### src/rtl/mux_select_sequencer_pkg.sv
// Shared constants and helpers for the mux select sequencer and its rate divider.
package mux_select_sequencer_pkg;

  localparam int SEL_W               = 2;
  localparam int NUM_CH              = 4;
  localparam int DEF_RATE_DIV        = 50000000;
  localparam int DEF_CNT_W           = 26;
  localparam int DEF_SYNC_STAGES     = 2;

  // Raw switch/button bundle, carried through the synchroniser as one word.
  typedef struct packed {
    logic       step_n;
    logic       hold;
    logic       mode;
    logic [3:0] data;
  } ctl_in_t;

  function automatic logic [SEL_W-1:0] next_sel(input logic [SEL_W-1:0] s);
    return (s == SEL_W'(NUM_CH - 1)) ? '0 : s + 1'b1;
  endfunction

endpackage

### src/rtl/mux_select_sequencer_rate_divider.sv
// Down-counting rate divider: one-cycle tick every RATE_DIV enabled cycles.
module mux_select_sequencer_rate_divider #(
  parameter int RATE_DIV = 4,
  parameter int CNT_W    = 3
) (
  input  logic clock,
  input  logic resetn,
  input  logic enable,
  input  logic clear,
  output logic tick
);

  localparam logic [CNT_W-1:0] RELOAD = CNT_W'(RATE_DIV - 1);

  logic [CNT_W-1:0] count;

  assign tick = enable && (count == '0);

  // clear wins over enable so a mode change always restarts a full period
  always_ff @(posedge clock or negedge resetn) begin
    if (!resetn)      count <= RELOAD;
    else if (clear)   count <= RELOAD;
    else if (tick)    count <= RELOAD;
    else if (enable)  count <= count - 1'b1;
  end

endmodule

### src/rtl/mux_select_sequencer.sv
// Synchronises raw switches and steps the 2-bit mux select manually or on a rate tick.
module mux_select_sequencer
  import mux_select_sequencer_pkg::*;
#(
  parameter int RATE_DIV    = DEF_RATE_DIV,
  parameter int CNT_W       = DEF_CNT_W,
  parameter int SYNC_STAGES = DEF_SYNC_STAGES
) (
  input  logic             clock,
  input  logic             resetn,
  input  logic [3:0]       data_in,
  input  logic             mode,
  input  logic             hold,
  input  logic             step_n,
  output logic [3:0]       data_out,
  output logic [SEL_W-1:0] sel,
  output logic             sel_strobe
);

  ctl_in_t raw;
  ctl_in_t sync_q [SYNC_STAGES];
  ctl_in_t sync_s;

  assign raw = {step_n, hold, mode, data_in};

  for (genvar g = 0; g < SYNC_STAGES; g++) begin : g_sync
    always_ff @(posedge clock or negedge resetn) begin
      if (!resetn)     sync_q[g] <= '0;
      else if (g == 0) sync_q[g] <= raw;
      else             sync_q[g] <= sync_q[(g == 0) ? 0 : g - 1];
    end
  end

  assign sync_s   = sync_q[SYNC_STAGES-1];
  assign data_out = sync_s.data;

  // step_prev resets low, so an idle-high button after reset gives no pulse
  logic step_prev;
  logic step_pulse;
  logic tick;
  logic advance;

  always_ff @(posedge clock or negedge resetn) begin
    if (!resetn) step_prev <= 1'b0;
    else         step_prev <= sync_s.step_n;
  end

  assign step_pulse = step_prev & ~sync_s.step_n;

  mux_select_sequencer_rate_divider #(
    .RATE_DIV (RATE_DIV),
    .CNT_W    (CNT_W)
  ) u_rate_divider (
    .clock  (clock),
    .resetn (resetn),
    .enable (sync_s.mode & ~sync_s.hold),
    .clear  (~sync_s.mode),
    .tick   (tick)
  );

  assign advance = ~sync_s.hold & (sync_s.mode ? tick : step_pulse);

  always_ff @(posedge clock or negedge resetn) begin
    if (!resetn) begin
      sel        <= '0;
      sel_strobe <= 1'b0;
    end else begin
      sel_strobe <= advance;
      if (advance) sel <= next_sel(sel);
    end
  end

endmodule

### config.mk
export PLATFORM = sky130hd
export DESIGN_NAME = mux_select_sequencer
export DESIGN_NICKNAME = d
export VERILOG_FILES = /design/src/rtl/mux_select_sequencer_pkg.sv /design/src/rtl/mux_select_sequencer_rate_divider.sv /design/src/rtl/mux_select_sequencer.sv
export SDC_FILE = /design/constraint.sdc
export NUM_CORES = 1
export LEC_CHECK = 0
export CAP_MARGIN = 40
export CORE_AREA = 2 2 61 63
export DETAILED_ROUTE_END_ITERATION = 12
export DIE_AREA = 0 0 63 65
export MAX_ROUTING_LAYER = met4
export PLACE_DENSITY_LB_ADDON = 0.2
export SYNTH_ARGS = -nofsm -noshare
export SYNTH_HDL_FRONTEND = slang
export SYNTH_SLANG_ARGS = --single-unit
### constraint.sdc
create_clock -name clock -period 7.9 [get_ports clock]
set_clock_uncertainty 0.1 [all_clocks]
set_input_delay 2.37 -clock clock [delete_from_list [all_inputs] [get_ports clock]]
set_output_delay 2.37 -clock clock [all_outputs]
set_load 0.01 [all_outputs]
==> results of run 1 <==
per-layer routing:
layer  vias to the layer above  wire [um]  global-route usage (%)
met4                         0         55                   9.722
met5                         -          0                       -
met3                         6        204                   4.688
li1                        766          -                       -
met2                        49       2045                   37.63
met1                       789       1829                   28.31
state kept, by name, indices dropped and copies added, names as in the netlist:
register,count
u_rate_divider.count,26
sync_q,10
data_out,4
sel,2
sel_strobe,1
step_prev,1
layout make-up:
type,instances,area [um2],area share (%)
inverter,6,22.52,0.9783
clock inverter,2,35.03,1.522
tap,48,60.06,2.609
sequential,44,1124,48.80
multi-input combinational,137,842.1,36.58
clock buffer,6,41.29,1.793
timing repair buffer,18,177.7,7.717
report_power, final:
group,switching (mW),leakage (nW),internal (mW)
registers,0.0118,0.514,0.239
clock network,0.0685,0.0422,0.0664
logic,0.0213,0.336,0.0257
cells by family after synthesis:
group	Yosys count
AOI/OAI and AO/OA	59
DFF	44
and+or+nand+nor	71
muxes	3
buffers and inverters	16
xor gates and xnor gates	2
adders and majority gates	2
synth_stat cells (2+ instances only):
master    count  area [um2]
nor4_1        8       50.05
a21o_1        3       22.52
dfrtp_1      26       650.6
o31ai_1       5       37.54
o21ai_0      24       120.1
nand2_1      11       41.29
nand4_1       5       31.28
nand3_1       2       10.01
or2_2         2       12.51
ha_1          2       25.02
nor2_1       12       45.04
nand2b_1      2       12.51
o21a_1        3       22.52
dfstp_2      18       473.0
o311ai_0      2       17.52
nor2b_1       2       12.51
or3_1         2       12.51
o21bai_1      2       15.01
clkbuf_1      6       22.52
or4_4         2       22.52
mux2_2        2       22.52
buf_4         4       30.03
a21oi_1       7       35.03
nor4b_1       3       26.28
inv_1         6       22.52
nor3_1       14       70.07
o41ai_1       3       26.28
a31oi_1       5       31.28
path summary, 6_finish.rpt:
check                                                       endpoint  slack, ns  cells past startpoint
worst max-delay path                                          sel[0]       4.12                      1
worst min-delay path                           data_out[2]$_DFF_PN0_       0.26                      0
worst max register to register                    sel[1]$_DFFE_PN0P_       4.74                      8
worst min register to register                 data_out[2]$_DFF_PN0_       0.26                      0
max in group asynchronous       u_rate_divider.count[17]$_DFFE_PN1P_       5.36                      2
min in group asynchronous                        sync_q[7]$_DFF_PN0_       1.79                      1
metrics by stage:
stage	utilization, %	power, mW	hold WS (ns)
detailed placement	63.67	0.3024	0.2355
finish	65.86	0.4327	0.2646
CTS	65.86	0.4378	0.2651
floorplan	-	0.2748	0.2312
global route	65.86	0.4531	0.2732
global placement	62.96	0.2975	0.2323
==> reports/metrics.csv, run 1 <==
stage,metric,value,unit
run_status,run_status,finished clean,
global_routing,grt_overflow,0,
timing,finalHoldViolations,0,
cells_and_area,final_common_cell,dfrtp_1,
power,power-per-cell-area,187.9,mW/mm2
clock_network,cts_post_setup_buffers_inserted,0,
timing,finalMaxSlewViolations,0,
clock_network,numClockSinks,44,
setup_path,critPathSlowestCell,clkdlybuf4s50_1,
placement,gp_routability_congestion,0.9033,
synth,synth_edf_count,0,
run,drv_cap,0,
placement,port_buffers,15,
hold_path,timing.hold.worst.class,reg -> reg,
global_routing,antenna_violations_before_repair,0,
setup_path,path_cells,clkdlybuf4s50_1,
cells_and_area,most_frequent_cells_in_the_layout,"dfrtp_1, o21ai_0, dfstp_2",
clock_network,clk_pin_slew_worst_setup_hold_paths,0.13,ns
cells_and_area,filler_instances,283,
setup_path,worstPathRequired,5.43,ns
clock_network,clk_latency,0.35,ns
floorplan,fp-row-count,22,
clock_network,cts.path.max_buffers,2,
synth,main_combinational_cell_family_by_area_after_synthesis,simple AND/OR/NAND/NOR gates,
placement,placed_cells_incl_taps,253,
setup_path,launching_instance_or_port_of_the_critical_path,sel[0]$_DFFE_PN0P_,
setup_path,critical-path-top-delay-family,buffers and inverters,
clock_network,root_buffer,clkbuf_4,
cells_and_area,antennaDiodeCount,0,
timing,layout_min_cycle_time,3.778,ns
synth,synth_async_sr_flop_share,100.0,%
setup_path,end_kind,primary output,
hold_path,holdCritStartpoint,sync_q[9]$_DFF_PN0_,
floorplan,design.core.area,0.003496,mm2
floorplan,initial_util,58.38,%
synth,synth.cell_area,0.002041,mm2
power,p_leak,0.8917,nW
timing,rsz_0062_raised_after_global_routing,false,
global_routing,gr-usage-all-layers,23.11,%
synth,syn-mean-instance-area,10.36,um2
clock_network,tritoncts,built,
cells_and_area,final_layout_net_count,223,
synth,netlist_instances,197,
placement,placedInstanceArea,0.002226,mm2
placement,placement.setup.worst_slack,4.509,ns
floorplan,die_area,0.004095,mm2
cells_and_area,design_area,0.002302,mm2
floorplan,chipWidth,63,um
global_routing,largest_net_degree_at_the_start_of_global_routing,32,
setup_path,timing.critical_path.fanout_max,4,
detailed_routing,num_vias,1610,
cells_and_area,drive_above_1_share,16.90,%
setup_path,critical-path-max-stage-delay,0.56,ns
floorplan,floorplan.io_pins,16,
detailed_routing,remaining_drc_errors,0,
setup_path,crit_arrival,1.31,ns
cells_and_area,area_growth,12.81,%
clock_network,cts_made_buffers,5,
synth,yosys.area_share.simple,19.50,%
setup_path,reg2reg_from,u_rate_divider.count[1]$_DFFE_PN1P_,
synth,ys_ff_latch,44,
cells_and_area,finalNonFillerCells,261,
timing,final_min_period_over_clock_period,47.82,%
clock_network,cts_resized,0,
timing,setup_violations,0,
detailed_routing,antenna_left,0,
setup_path,crit_type,reg -> out,
timing,fmax,0.2647,GHz
global_routing,grt_pass1_wl,7.141,mm
detailed_routing,drtPass1Iterations,4,
clock_network,cts_htree_levels,2,
timing,relSlewSlack,49.25,%
timing,worst_slack,4.122,ns
detailed_routing,routedWlPerCell,15.84,um
detailed_routing,number_of_violations_reported_at_the_end_of_detailed_routing_iteration_0,105,
floorplan,die_h,65,um
timing,tightest_slew,0.7592,ns
power,vdd_drop_max,0.1176,mV
placement,dpl.hpwl,2.887,mm
synth,synth-adder-area-share,1.226,%
clock_network,cts-hold-fix-buffers,0,
synth,yosysWarningCount,0,
setup_path,critical_path_buf_inv_count,1,
synth,synth_seq_area_share,55.06,%
synth,synth_area_in_xor_xnor,0.8584,%
global_routing,first_global_vias,1560,
synth,synth_compound_gate_area_share,18.09,%
timing,tns,0,ns
detailed_routing,route.final.wire_length,4.133,mm
synth,netlist-cell-type-count,42,
detailed_routing,via_per_instance_ratio,6.169,
synth,ys.flop_type,dfrtp_1,
synth,synthMuxAreaShare,1.594,%
setup_path,worstSetupStartpointType,flip-flop,
synth,syn-num-nets,208,
No activity file was read; power rests on OpenSTA's default activity.
==> run 2, diff against run 1 <==
--- a/config.mk
+++ b/config.mk
@@ -6,9 +6,9 @@
 export NUM_CORES = 1
 export LEC_CHECK = 0
 export CAP_MARGIN = 40
-export CORE_AREA = 2 2 61 63
+export CORE_AREA = 2 2 67 69
 export DETAILED_ROUTE_END_ITERATION = 12
-export DIE_AREA = 0 0 63 65
+export DIE_AREA = 0 0 69 71
 export MAX_ROUTING_LAYER = met4
 export PLACE_DENSITY_LB_ADDON = 0.2
 export SYNTH_ARGS = -nofsm -noshare
==> constraint.sdc (replaced) <==
create_clock -name clock -period 3.4 [get_ports clock]
set_clock_uncertainty 0.1 [all_clocks]
set_input_delay 1.02 -clock clock [delete_from_list [all_inputs] [get_ports clock]]
set_output_delay 1.02 -clock clock [all_outputs]
set_load 0.01 [all_outputs]
==> run 2 against run 1 <==
Effect of this change:
- critical endpoint is now sel[0]$_DFFE_PN0P_
- sequential share of layout area down 1.2 points
- register-to-register slack worse by 3.9 ns
- final cell count increased by 1.9%
==> reports/metrics.csv, run 2 (synthesized netlist as in run 1, its figures left out) <==
stage,metric,value,unit
detailed_routing,routedWlPerCell,15.70,um
setup_path,critPathSlowestCell,nor3_1,
power,p_leak,0.9162,nW
cells_and_area,most_frequent_cells_in_the_layout,"dfrtp_1, o21ai_0, dfstp_2",
setup_path,timing.critical_path.fanout_max,8,
placement,port_buffers,15,
timing,tightest_slew,0.5754,ns
setup_path,critical-path-max-stage-delay,0.46,ns
timing,worst_slack,0.8162,ns
timing,fmax,0.3870,GHz
power,vdd_drop_max,0.2564,mV
global_routing,first_global_vias,1616,
detailed_routing,antenna_left,0,
timing,finalMaxSlewViolations,0,
floorplan,floorplan.io_pins,16,
clock_network,tritoncts,built,
clock_network,cts_made_buffers,5,
global_routing,grt_pass1_wl,7.327,mm
cells_and_area,fin_util,56.19,%
cells_and_area,register_containing_the_most_flip_flops_in_the_final_layout,u_rate_divider.count,
cells_and_area,final_common_cell,dfrtp_1,
power,power-per-cell-area,471.1,mW/mm2
timing,rsz_0062_raised_after_global_routing,false,
clock_network,clk_latency,0.30,ns
floorplan,fp-row-count,24,
timing,finalHoldViolations,0,
global_routing,gr-usage-all-layers,19.48,%
placement,dpl.hpwl,2.922,mm
setup_path,crit_arrival,2.68,ns
setup_path,path_common_cell,buf_4,
floorplan,design.core.area,0.004204,mm2
cells_and_area,final_layout_net_count,224,
timing,setup_violations,0,
clock_network,cts_resized,0,
clock_network,cts.path.max_buffers,2,
floorplan,die_h,71,um
timing,layout_min_cycle_time,2.584,ns
cells_and_area,largest_register_ffs,26,
setup_path,crit_type,reg -> reg,
placement,gp_routability_congestion,0.8905,
clock_network,cts-hold-fix-buffers,0,
setup_path,worstSetupStartpointType,flip-flop,
setup_path,worstPathRequired,3.49,ns
detailed_routing,route.final.wire_length,4.175,mm
clock_network,cts_post_setup_buffers_inserted,0,
run_status,run_status,finished clean,
setup_path,end_kind,flip-flop,
run,drv_cap,0,
detailed_routing,remaining_drc_errors,0,
floorplan,die_area,0.004899,mm2
detailed_routing,number_of_violations_reported_at_the_end_of_detailed_routing_iteration_0,137,
cells_and_area,antennaDiodeCount,0,
floorplan,initial_util,48.54,%
detailed_routing,num_vias,1592,
timing,relSlewSlack,61.34,%
cells_and_area,area_growth,15.76,%
floorplan,chipWidth,69,um
setup_path,path_cells,"inv_1, ha_1, nor4b_2, buf_4, nand4_1, nor3_1, buf_4, a21oi_1, mux2_2",
detailed_routing,drtPass1Iterations,4,
global_routing,antenna_violations_before_repair,0,
detailed_routing,via_per_instance_ratio,5.985,
clock_network,clk_pin_slew_worst_setup_hold_paths,0.08,ns
clock_network,root_buffer,clkbuf_8,
timing,hold-worst-slack,0.2568,ns
clock_network,numClockSinks,44,
clock_network,cts_htree_levels,2,
timing,final_min_period_over_clock_period,75.99,%
placement,placement.setup.worst_slack,0.7988,ns
global_routing,largest_net_degree_at_the_start_of_global_routing,33,
cells_and_area,drive_above_1_share,17.76,%
hold_path,timing.hold.worst.class,reg -> reg,
global_routing,grt_overflow,0,
timing,tns,0,ns
-- run 2: cell types whose count changed in the layout (fill, tap and decap cells not counted) --
cell      previous run  this run
clkbuf_8             0         6
clkbuf_4             5         0
buf_4                1         3
buf_2                2         1
clkbuf_1             1         0
clkinv_2             1         0
clkinv_4             0         1
-- run 2: final timing paths --
kind                                                     start                                   to  slack (ns)  depth (start not counted)
min                                        sync_q[8]$_DFF_PN0_                data_out[1]$_DFF_PN0_        0.26                          0
max reg2reg                u_rate_divider.count[0]$_DFFE_PN1P_                   sel[0]$_DFFE_PN0P_        0.82                          9
max in group asynchronous                               resetn  u_rate_divider.count[0]$_DFFE_PN1P_        2.17                          2
min in group asynchronous                               resetn  u_rate_divider.count[9]$_DFFE_PN0P_        0.50                          1
min reg2reg                                sync_q[8]$_DFF_PN0_                data_out[1]$_DFF_PN0_        0.26                          0
max                        u_rate_divider.count[0]$_DFFE_PN1P_                   sel[0]$_DFFE_PN0P_        0.82                          9
-- run 2: area by class of cell --
type                            instances  area (um2)
Multi-Input combinational cell        137       842.1
Tap cell                               52       65.06
Inverter                                6       22.52
Timing Repair Buffer                   19       187.7
Clock inverter                          2       38.79
Clock buffer                            6       82.58
Sequential cell                        44        1124
Fill cell                             382        1842
-- run 2: per-stage QoR --
step	std cells	power (mW)	area (um2)
floorplan	197	0.6386	2041
global placement	257	0.6926	2221
detailed placement	258	0.7021	2241
CTS	266	1.123	2362
global route	266	1.160	2362
finish	266	1.113	2362
-- run 2: power breakdown --
part / switching, mW / internal [mW]
registers: 0.0266 / 0.555
clock network: 0.181 / 0.240
logic: 0.0498 / 0.0597
-- run 2: worst max-delay path, delay by kind of cell (launching register included) --
family                     cells  cell delay (ns)
AOI/OAI and AO/OA              1             0.10
muxes                          1             0.29
DFF                            1             0.39
buffers and inverters          3             0.46
and+or+nand+nor                3             0.89
adders and majority gates      1             0.25
-- run 2: layer usage --
metal  vias to the layer above  global-route usage (%)  wire length, um
met3                         6                   5.413              203
li1                        766                       -                -
met1                       776                   24.65             1924
met4                         0                   7.625               67
met5                         -                       -                0
met2                        44                   29.91             1980
==> run 3, diff against run 2 <==
==> constraint.sdc (replaced) <==
create_clock -name clock -period 2.2 [get_ports clock]
set_clock_uncertainty 0.1 [all_clocks]
set_input_delay 0.66 -clock clock [delete_from_list [all_inputs] [get_ports clock]]
set_output_delay 0.66 -clock clock [all_outputs]
set_load 0.01 [all_outputs]
==> run 3 against run 2 <==
Effect of this change:
- the run now ends with negative setup slack left
- final cell count rose by 8.3%
- clock-buffer cell count did not move
- cell area rose by 9.7%
- critical path depth fell by 4
- flip-flop and latch count did not move
- hold slack got worse by 0.0040 ns
- maximum frequency rose by 7.2%
- combinational power rose by 69%
- register-to-register slack got worse by 1.0 ns
- largest power group unchanged
==> reports/metrics.csv, run 3 (synthesized netlist as in run 1, its figures left out) <==
stage,metric,value,unit
run_status,run_status,"finished, violations left",
run_status,violations,negative setup slack,
power,cell_internal_pwr,1.410,mW
floorplan,die_h,71,um
setup_path,crit_type,reg -> reg,
cells_and_area,final_layout_net_count,246,
global_routing,globalRouteMet2Util,33.33,%
setup_path,timing.critical_path.fanout_max,2,
setup_path,reg2reg_setup_slack,-0.21,ns
global_routing,grt_overflow,0,
setup_path,reg2reg_from,u_rate_divider.count[20]$_DFFE_PN1P_,
placement,dpl.hpwl,3.074,mm
floorplan,floorplan.io_pins,16,
detailed_routing,remaining_drc_errors,0,
setup_path,launching_instance_or_port_of_the_critical_path,u_rate_divider.count[20]$_DFFE_PN1P_,
cells_and_area,multi_input_gate_area_in_the_final_layout,903.4,um2
clock_network,cts.path.max_buffers,2,
timing,finalMaxSlewViolations,0,
setup_path,worstPathRequired,2.33,ns
power,p_total,1.808,mW
power,p_leak,1.062,nW
placement,gp_routability_congestion,0.9017,
global_routing,grt_util_met3,3.419,%
detailed_routing,via_per_instance_ratio,5.837,
setup_path,path_cells,"or4_4, or3_4, or4_4, or3b_1, a21boi_1",
timing,worst_slack,-0.2097,ns
power,netSwitchingFraction,22.02,%
detailed_routing,drtPass1Iterations,4,
power,vdd_drop_max,0.4562,mV
power,pwr-share-comb,10.3,%
setup_path,critPathSlowestCell,or4_4,
global_routing,grt_pass1_wl,7.652,mm
clock_network,cts_htree_levels,2,
global_routing,gr-usage-all-layers,19.92,%
placement,placement.setup.worst_slack,-0.2316,ns
setup_path,worst-path-stages,5,
setup_path,rr_worst_depth,5,
floorplan,chipWidth,69,um
timing,hold-worst-slack,0.2528,ns
setup_path,end_kind,flip-flop,
power,share_clk_of_total_power,40.3,%
cells_and_area,register_containing_the_most_flip_flops_in_the_final_layout,u_rate_divider.count,
cells_and_area,final_common_cell,dfrtp_1,
timing,finalHoldViolations,0,
detailed_routing,num_vias,1681,
clock_network,clk_latency,0.29,ns
setup_path,worstSetupStartpointType,flip-flop,
floorplan,design.core.area,0.004204,mm2
power,total_switching_power,0.3982,mW
cells_and_area,antennaDiodeCount,0,
cells_and_area,drive_above_1_share,28.39,%
hold_path,holdCritStartpoint,sync_q[10]$_DFF_PN0_,
clock_network,numClockSinks,44,
timing,layout_min_cycle_time,2.410,ns
cells_and_area,most_frequent_cells_in_the_layout,"dfrtp_1, buf_4, o21ai_0",
power,power-per-cell-area,697.8,mW/mm2
timing,fmax,0.4150,GHz
cells_and_area,finalNonFillerCells,288,
floorplan,initial_util,48.54,%
timing,relSlewSlack,64.22,%
timing,rsz_0062_raised_after_global_routing,true,
detailed_routing,number_of_violations_reported_at_the_end_of_detailed_routing_iteration_0,102,
setup_path,path_common_cell,or4_4,
global_routing,first_global_vias,1670,
clock_network,clk_pin_slew_worst_setup_hold_paths,0.08,ns
clock_network,tritoncts,built,
timing,setup_violations,1,
detailed_routing,antenna_left,0,
clock_network,cts_made_buffers,5,
detailed_routing,route.final.wire_length,4.547,mm
cells_and_area,largest_register_ffs,26,
global_routing,busiest_layer,met2,
run,drv_cap,0,
timing,tightest_slew,0.5367,ns
placement,placed_cells_incl_taps,278,
setup_path,crit_arrival,2.54,ns
floorplan,die_area,0.004899,mm2
cells_and_area,area.sequential,0.001124,mm2
clock_network,root_buffer,clkbuf_8,
floorplan,fp-row-count,24,
power,pwr-share-seq,49.5,%
global_routing,antenna_violations_before_repair,0,
setup_path,critical-path-max-stage-delay,0.53,ns
detailed_routing,routedWlPerCell,15.79,um
global_routing,largest_net_degree_at_the_start_of_global_routing,45,
placement,port_buffers,15,
timing,final_min_period_over_clock_period,109.5,%
setup_path,critical-path-top-delay-family,simple AND/OR/NAND/NOR gates,
setup_path,critical_path_buf_inv_count,0,
hold_path,timing.hold.worst.class,reg -> reg,
global_routing,globalRouteMet1Util,25.30,%
cells_and_area,area_growth,26.98,%
cells_and_area,filler_instances,366,
setup_path,r2r-end,u_rate_divider.count[24]$_DFFE_PN0P_,
setup_path,critical_path.endpoint,u_rate_divider.count[24]$_DFFE_PN0P_,
==> run 3: area by class of cell <==
class	count	area share [%]
Clock buffer	6	2.801
Sequential cell	44	43.36
Tap cell	52	2.511
Inverter	6	0.8691
Clock inverter	2	2.318
Timing Repair Buffer	41	13.28
Multi-Input combinational cell	137	34.86
==> run 3: metrics by stage <==
stage               utilization, %  area, um2  TNS, ns
detailed placement           56.90       2392  -0.2316
floorplan                        -       2054  -0.2101
CTS                          60.36       2537  -0.2173
global placement             56.90       2392  -0.1966
finish                       61.64       2591  -0.2097
global route                 61.64       2591  -0.2997
==> run 3: power by group through the flow <==
stage               clock [mW]  combinational [mW]  sequential, mW
CTS                      0.747               0.184           0.894
global placement             0               0.174           0.905
detailed placement           0               0.182           0.908
floorplan                    0              0.0779           0.912
global route             0.776               0.207           0.901
finish                   0.728               0.186           0.894
==> run 3: worst min-delay path by stage <==
stage | endpoint | slack [ns] | cells after the start
2_1_floorplan | data_out[0]$_DFF_PN0_ | 0.23 | 0
4_1_cts | sync_q[4]$_DFF_PN0_ | 0.26 | 0
3_3_place_gp | sync_q[5]$_DFF_PN0_ | 0.23 | 0
3_5_place_dp | sync_q[4]$_DFF_PN0_ | 0.24 | 0
5_1_grt | data_out[0]$_DFF_PN0_ | 0.26 | 0
6_report | data_out[3]$_DFF_PN0_ | 0.25 | 0
==> run 3: timing repair <==
action | in CTS | in global routing
gates cloned | 0 | 1
setup buffers | 1 | 0
gates resized for setup | 2 | 15
hold buffers | 0 | 0
pin swaps | 3 | 4
endpoints found under the setup margin | 2 | 19
==> run 3: routing by layer <==
layer | vias up | part of all wire [%]
met4 | 0 | 0.92
met3 | 6 | 3.0
met5 | - | 0
met1 | 839 | 46
met2 | 30 | 50
li1 | 806 | -
